**config.mk**
```make
export PLATFORM = sky130hd
export DESIGN_NAME = area_led_accum
export DESIGN_NICKNAME = d
export VERILOG_FILES = /design/src/rtl/area_led_accum.sv
export SDC_FILE = /design/constraint.sdc
export NUM_CORES = 1
export LEC_CHECK = 0
export BUFFER_PORTS_ARGS = -buffer_cell sky130_fd_sc_hd__buf_2
export CAP_MARGIN = 20
export CORE_MARGIN = 3
export CORE_UTILIZATION = 40
export DETAILED_ROUTE_END_ITERATION = 8
export GPL_ROUTABILITY_DRIVEN = 0
export PLACE_DENSITY_LB_ADDON = 0.25
export RECOVER_POWER = 25
export SLEW_MARGIN = 10
export SYNTH_ARGS = -nofsm -noshare
export SYNTH_HDL_FRONTEND = slang
export SYNTH_SLANG_ARGS = --single-unit
```
**constraint.sdc**
```tcl
create_clock -name clk -period 6.1 [get_ports clk]
set_input_delay 0.61 -clock clk [delete_from_list [all_inputs] [get_ports clk]]
set_output_delay 0.61 -clock clk [all_outputs]
set_load 0.02 [all_outputs]
```
**src/rtl/area_led_accum.sv**
```systemverilog
`default_nettype none
// ============================================================================
// Module   : area_led_accum
// Purpose  : Per-LED backlight colour averaging. Accumulates weighted RGB of
//            every block inside the LED's area over a frame, divides by the
//            total weight, and hands one RGB888 colour to the LED driver over
//            a valid/ready handshake.
// Option   : AREA_LED_HOLD_EN - a zero-weight frame keeps the previous
//            colour instead of forcing black.
// Revision : 1.0 - initial release
// ============================================================================
module area_led_accum #(
  parameter logic [2:0] W1     = 3'd4,
  parameter logic [2:0] W2     = 3'd2,
  parameter logic [2:0] W3     = 3'd1,
  parameter int         ACC_W  = 26,
  parameter int         WSUM_W = 17
) (
  input  logic        clk,
  input  logic        rst,
  input  logic        pix_valid,
  output logic        pix_ready,
  input  logic [23:0] pix_data,
  input  logic        judge1,
  input  logic        judge2,
  input  logic        judge3,
  input  logic        frame_end,
  output logic        led_valid,
  input  logic        led_ready,
  output logic [23:0] led_rgb,
  output logic        zero_area
);

  // Remainder/divisor comparison width: enough for wsum shifted by 7
  localparam int DW = ACC_W + 8;

  typedef enum logic [1:0] {
    ST_ACCUM = 2'd0,
    ST_DIV   = 2'd1,
    ST_OUT   = 2'd2
  } state_t;

  state_t              state;
  logic [3:0]          div_cnt;
  logic [ACC_W-1:0]    acc_r, acc_g, acc_b;
  logic [WSUM_W-1:0]   wsum;
  logic [7:0]          q_r, q_g, q_b;

  logic [2:0]          weight;
  logic [10:0]         prod_r, prod_g, prod_b;
  logic [2:0]          bit_idx;
  logic [DW-1:0]       divisor;
  logic                ge_r, ge_g, ge_b;
  logic [23:0]         zero_rgb;

  // Block weight from area membership, centre ring wins over outer rings
  always_comb begin
    weight = 3'd0;
    if (judge1)      weight = W1;
    else if (judge2) weight = W2;
    else if (judge3) weight = W3;
  end

  // Weighted channel products for the current block
  always_comb begin
    prod_r = {8'b0, weight} * {3'b0, pix_data[23:16]};
    prod_g = {8'b0, weight} * {3'b0, pix_data[15:8]};
    prod_b = {8'b0, weight} * {3'b0, pix_data[7:0]};
  end

  // Restoring-divide step: quotient bit 7 first; the accumulators double as
  // remainders since they are cleared after the result is consumed anyway
  always_comb begin
    bit_idx = 3'd7 - div_cnt[2:0];
    divisor = {{(DW-WSUM_W){1'b0}}, wsum} << bit_idx;
    ge_r    = {8'b0, acc_r} >= divisor;
    ge_g    = {8'b0, acc_g} >= divisor;
    ge_b    = {8'b0, acc_b} >= divisor;
  end

  // Colour presented when no block carried weight this frame
`ifdef AREA_LED_HOLD_EN
  always_comb zero_rgb = led_rgb;
`else
  always_comb zero_rgb = 24'h000000;
`endif

  // Frame controller: accumulate, divide, present, then restart
  always_ff @(posedge clk or posedge rst) begin
    if (rst) begin
      state     <= ST_ACCUM;
      div_cnt   <= 4'd0;
      acc_r     <= '0;
      acc_g     <= '0;
      acc_b     <= '0;
      wsum      <= '0;
      q_r       <= 8'd0;
      q_g       <= 8'd0;
      q_b       <= 8'd0;
      pix_ready <= 1'b1;
      led_valid <= 1'b0;
      led_rgb   <= 24'h000000;
      zero_area <= 1'b0;
    end else begin
      case (state)
        ST_ACCUM: begin
          if (pix_valid) begin
            acc_r <= acc_r + {{(ACC_W-11){1'b0}}, prod_r};
            acc_g <= acc_g + {{(ACC_W-11){1'b0}}, prod_g};
            acc_b <= acc_b + {{(ACC_W-11){1'b0}}, prod_b};
            wsum  <= wsum + {{(WSUM_W-3){1'b0}}, weight};
          end
          if (frame_end) begin
            state     <= ST_DIV;
            pix_ready <= 1'b0;
            div_cnt   <= 4'd0;
          end
        end

        ST_DIV: begin
          if (div_cnt == 4'd8) begin
            // Extra cycle after the 8 steps aligns the result with the
            // fixed frame_end-to-led_valid latency
            state     <= ST_OUT;
            led_valid <= 1'b1;
            zero_area <= (wsum == '0);
            led_rgb   <= (wsum == '0) ? zero_rgb : {q_r, q_g, q_b};
          end else begin
            div_cnt <= div_cnt + 4'd1;
            q_r     <= {q_r[6:0], ge_r};
            q_g     <= {q_g[6:0], ge_g};
            q_b     <= {q_b[6:0], ge_b};
            if (ge_r) acc_r <= acc_r - divisor[ACC_W-1:0];
            if (ge_g) acc_g <= acc_g - divisor[ACC_W-1:0];
            if (ge_b) acc_b <= acc_b - divisor[ACC_W-1:0];
          end
        end

        ST_OUT: begin
          if (led_ready) begin
            state     <= ST_ACCUM;
            led_valid <= 1'b0;
            pix_ready <= 1'b1;
            acc_r     <= '0;
            acc_g     <= '0;
            acc_b     <= '0;
            wsum      <= '0;
          end
        end

        default: begin
          state     <= ST_ACCUM;
          pix_ready <= 1'b1;
          led_valid <= 1'b0;
        end
      endcase
    end
  end

endmodule
`default_nettype wire

```
---- Word-level counts from Yosys, hierarchy flattened ----
Cells that the tools add are included.
W data, S select, Z words.
storage, ports and cells
  bits in registers ....................... 152
  output and inout bits ................... 27
  word-level logic and storage cells ...... 91
operators by class
  add/subtract/negate cells ............... 9
  multipliers ............................. 3
  magnitude comparators ................... 3
  equal/unequal tests ..................... 11
  shift-type cells ........................ 1
  muxes and demuxes ....................... 33
  bitwise gates (word level) .............. 3
  reductions and logical operators ........ 15
operators by type and width
  kind                   number
  $mux W26               10
  $pmux W26 S3           3
  $ge A26 B34 Y1         3
  $add A26 B11 Y26       3
  $sub A26 B26 Y26       3
  $mux W17               2
  $pmux W17 S2           1
  $shl A17 B3 Y34        1
  $mul A3 B8 Y11         3
  $mux W24               1
  $add A17 B3 Y17        1
  $logic_not A17 Y1      1
  $ne A2 B2 Y1 const B   8
  $reduce_and A3 Y1      5
  $reduce_and A5 Y1      3
  $mux W2                4
  $mux W4                2
  $pmux W4 S2            1
  $pmux W1 S3            2
  $pmux W2 S3            1
  $mux W1                5
  $add A4 B1 Y4 const B  1
  $eq A4 B4 Y1 const B   1
  $reduce_and A2 Y1      2
  8 further kinds        11

---- Depth between registers and ports, before layout ----
  depth in word-level cells ............... 7
  gate-level depth with buffers ........... 18
  depth with buffers taken out ............ 16

---- Least setup slack after synthesis ----
OpenSTA, ideal clock, no wires.
  path kind ............................... input -> register
  start ................................... input judge1
  end ..................................... register acc_r[20]
  library setup time ...................... 66 ps
  data arrival time ....................... 4561 ps
  data required time ...................... 6034 ps
  setup slack ............................. 1473 ps
  cell stages on the path ................. 16
  path buffers ............................ 1
  cell sequence ........................... nor3b_1 -> clkbuf_1 -> nand2_1 -> fa_1 -> inv_1 -> fa_1 -> ha_1 -> a211oi_1 -> o21bai_1 -> a31oi_1 -> o2111a_1 -> o21ai_1 -> nand2_1 -> or4_1 -> a21oi_1 -> a221o_1
on the way
  word-level cells in the longest chain between the ends .. 5
RTL lines
  what                  RTL line  source
  from (decl)           24        input logic judge1,
  $mux W3               59        if (judge1) weight = W1;
  $mul A3 B8 Y11        66        prod_r = {8'b0, weight} * {3'b0, pix_data[23:16]};
  $add A26 B11 Y26      108       acc_r <= acc_r + {{(ACC_W-11){1'b0}}, prod_r};
  $mux W26              107       if (pix_valid) begin
  $pmux W26 S3          105       case (state)
  to (signal assigned)  108
  to (signal assigned)  133       if (ge_r) acc_r <= acc_r - divisor[ACC_W-1:0];
  to (decl)             45        logic [ACC_W-1:0] acc_r, acc_g, acc_b;
No other way between the ends. The select of a mux whose other input is x is not followed.
A chain may end at the register's enable or synchronous reset.

---- Final worst setup path ----
  start ................................... register div_cnt[0]
  end ..................................... register acc_r[11]
on the way
  word-level cells in the longest chain between the ends .. 6
RTL lines
  what                    RTL line  source
  from (decl)             44        logic [3:0] div_cnt;
  from (signal assigned)  129       div_cnt <= div_cnt + 4'd1;
  $sub A3 B3 Y3           74        bit_idx = 3'd7 - div_cnt[2:0];
  $shl A17 B3 Y34         75        divisor = {{(DW-WSUM_W){1'b0}}, wsum} << bit_idx;
  $sub A26 B26 Y26        133
  $mux W26                133
  $mux W26                121       if (div_cnt == 4'd8) begin
  $pmux W26 S3            105
Parallel ways exist; a longest one is shown, timed or not. The select of a mux whose other input is x is not followed.

==> reports/metrics.cfg <==
[status]
outcome = finished, violations left
violations = capacitance limit, slew limit

[worst_setup_path]
crit_family = compound AO/OA/AOI/OAI gates
crit_path_top_delay_cell = dfrtp_1
required_ns = 6.44
critPathBufInv = 1
startpoint_type = register
cp_slowest_stage_delay_ns = 0.98
crit_path_max_fanout = 39
end_kind = register
crit_chain = mux4_2, a22oi_1, ha_1, a21oi_1, o31ai_4, o311a_4, a31oi_4, nor3b_2, o31ai_4, buf_4, nor4_1, a221o_1
path_common_cell = o31ai_4
arrival_ns = 5.67
crit_type = reg -> reg

[place]
dpl.hpwl_um = 29400
io_buffer_count = 58
pre_cts_ws_ns = 0.655
placedCellCount = 2251

[timing]
period_minus_slack_ns = 5.33
rsz0062_at_grt = false
setup_violations = 0
final-max-slew-violation-count = 100
fin_skew_ns = 0.0211
slew_headroom_pct = -201
setup_ws_ns = 0.768
max_freq_mhz = 188
tightestPinTransition_ns = 4.49
timing_hold_violations_final = 0
fin_crit_sh_pct = 87.4
setup_tns_ns = 0

[clocking]
cts_buffers = 17
hold_buffers = 0
clk_latency_ns = 0.46
post_cts_resized = 0
clk_pin_slew_ns = 0.07
post_cts_buffers = 0
clockBufferDepth = 2
cts_tree = built
cts.htree.levels = 4
cts_sinks = 152
cts_root_buf = clkbuf_16

[detailed_routing]
drtPass1Iterations = 7
drt_iter0_markers = 936
via_per_inst = 5.77
antenna_left = 0
drt-total-wl_um = 38900
vias = 13200
post_drt_wl_per_cell_um = 17.0
drc = 0

[power_and_ir_drop]
comb_power_share_pct = 70.7
powerDensity_mw_per_mm2 = 633
intPower_uw = 5040
p_seq_share_pct = 18.6
vdd_drop_max_mv = 0.286
p_sw_uw = 5230
clkPwrFrac_pct = 10.7
switching_share_pct = 50.9
p_leak_uw = 0.00722

[floorplanning]
start_util_pct = 40.6
rows = 70
core_mm2 = 0.0367
die_area_mm2 = 0.0396
fp.dieH_um = 199
pin_count = 59
die_w_um = 199

[logic_synthesis]
synthAdderAreaFrac_pct = 16.9
muxShareOfSynthArea_pct = 4.57
yosysWarnings = 0
syn-num-nets = 1995
seq_area_frac_synth_pct = 25.5
ys_ff_latch = 152
synthXorXnorAreaFrac_pct = 5.53
synth-async-reset-ratio_pct = 100
synth-edff-count = 0
synth_cell_types = 85
netlist_instances = 1789
synth_compound_area_share_pct = 23.3
synth_flop_cell = dfrtp_1
netlist_area_mm2 = 0.0149
avgSynthCellArea_um2 = 8.33
synth-simple-area-share_pct = 19.0
synth_top_family_by_area = compound AO/OA/AOI/OAI gates

[global_routing]
antenna_found_initial = 0
grt_overflow = 0
grt_pass1_vias = 13000
grt_max_degree = 100
grt_use_total_pct = 20.0
grt_pass1_wl_um = 64300

[cells_and_area]
area_growth_pct = 8.88
instances_no_fill = 2284
fin_nets = 2009
antenna_cells = 0
drive_above_1_share_pct = 9.25

[flow_run]
drv_cap = 1

[min_path]
worst_hold_path_type = reg -> reg

final cells by class:
| cell class | instances | area, um^2 |
|---|---|---|
| Multi-Input combinational cell | 1436 | 10300 |
| Sequential cell | 152 | 3800 |
| Timing Repair Buffer | 79 | 455 |
| Tap cell | 468 | 586 |
| Fill cell | 3634 | 20500 |
| Inverter | 117 | 440 |
| Clock buffer | 18 | 439 |
| Clock inverter | 14 | 149 |
synth_stat cells, drive strengths merged (11+ instances only):
master / number / share of area, %
nor3: 28 / 0.94
or3: 11 / 0.50
mux2i: 23 / 1.5
nor2b: 17 / 0.71
a31oi: 26 / 1.2
a211oi: 18 / 0.94
xnor2: 63 / 3.7
o31ai: 11 / 0.74
nor2: 105 / 2.7
a22oi: 21 / 1.1
nand4: 20 / 0.84
o21ai: 150 / 5.0
and3: 28 / 1.2
a21o: 47 / 2.4
inv: 117 / 2.9
o21bai: 14 / 0.71
o21a: 15 / 0.76
dfrtp: 151 / 25
ha: 128 / 11
buf: 14 / 0.49
a21oi: 139 / 4.7
mux2: 26 / 2.0
nor4: 12 / 0.50
fa: 46 / 6.2
nand2: 185 / 4.7
and2: 75 / 3.1
nand2b: 14 / 0.59
nand3: 55 / 1.8
xor2: 31 / 1.8
clkbuf: 70 / 1.8
cells by family after synthesis:
group                      after synthesis
DFF                                    152
xor gates and xnor gates                94
adders and majority gates              174
AOI/OAI and AO/OA                      537
buffers and inverters                  201
and+or+nand+nor                        575
muxes                                   56
stage by stage:
stage          hold WS [ns]  utilization, %  total power [uW]  cell area (um^2)
2_1_floorplan         0.467               -              7470             14900
3_3_place_gp          0.457            42.6              8990             15600
3_5_place_dp          0.465            42.6              9100             15600
4_1_cts               0.390            44.2             10200             16200
5_1_grt               0.487            44.2             11200             16200
6_report              0.476            44.2             10300             16200
placed cells by master, fill, tap and decap left out, types with 21 or more instances in the layout:
| cell type | Yosys | layout |
|---|---|---|
| and3_1 | 28 | 28 |
| inv_1 | 115 | 113 |
| fa_1 | 46 | 46 |
| xnor2_1 | 63 | 63 |
| xor2_1 | 31 | 31 |
| dfrtp_1 | 151 | 151 |
| nor2_1 | 104 | 104 |
| ha_1 | 128 | 127 |
| a22oi_1 | 21 | 21 |
| mux2_2 | 25 | 25 |
| nor3_1 | 28 | 28 |
| a21oi_1 | 138 | 138 |
| and2_1 | 75 | 75 |
| a31oi_1 | 25 | 25 |
| mux2i_1 | 23 | 23 |
| buf_2 | 7 | 58 |
| nand2_1 | 185 | 185 |
| a21o_1 | 47 | 47 |
| o21ai_0 | 116 | 116 |
| nand3_1 | 55 | 55 |
| o21ai_1 | 34 | 34 |
registers in the layout, indices dropped and copies added (netlist names):
| name | cells |
|---|---|
| wsum | 17 |
| pix_ready | 1 |
| div_cnt | 4 |
| led_valid | 1 |
| q_r | 8 |
| acc_b | 26 |
| acc_g | 26 |
| state | 2 |
| zero_area | 1 |
| led_rgb | 24 |
| acc_r | 26 |
| q_b | 8 |
| q_g | 8 |
power groups by stage:
stage                     clock, uW  sequential [uW]  combinational (uW)
after detailed placement          0             1920                7180
after floorplan                   0             1800                5670
after global routing           1160             1980                8090
final                          1100             1910                7260
after global placement            0             1910                7080
after CTS                      1120             1910                7220
worst register-to-register path, delay by kind of cell (launching register included):
kind	cells	cell delay (ns)
flops	1	0.98
mux	1	0.63
simple gates	2	0.20
fa+ha+maj	1	0.40
compound gates	7	2.56
buf+inv	1	0.46
metal layers:
layer	track usage [%]	part of all wire, %	up-vias
met5	0	0	-
met4	6.69	2.7	0
li1	-	-	6486
met1	26.2	46	6364
met3	2.71	3.0	69
met2	34.1	48	262
worst paths after layout:
| path | start | endpoint | slack [ns] | cells past startpoint |
|---|---|---|---|---|
| max | div_cnt[0] | acc_r[11] | 0.77 | 12 |
| min | led_rgb[11] | led_rgb[11] | 0.48 | 2 |
| max reg2reg | div_cnt[0] | acc_r[11] | 0.77 | 12 |
| min reg2reg | led_rgb[11] | led_rgb[11] | 0.48 | 2 |
| max in group asynchronous | rst | div_cnt[1] | 2.35 | 3 |
| min in group asynchronous | rst | acc_b[17] | 1.52 | 2 |
(Power assumes the default switching activity.)
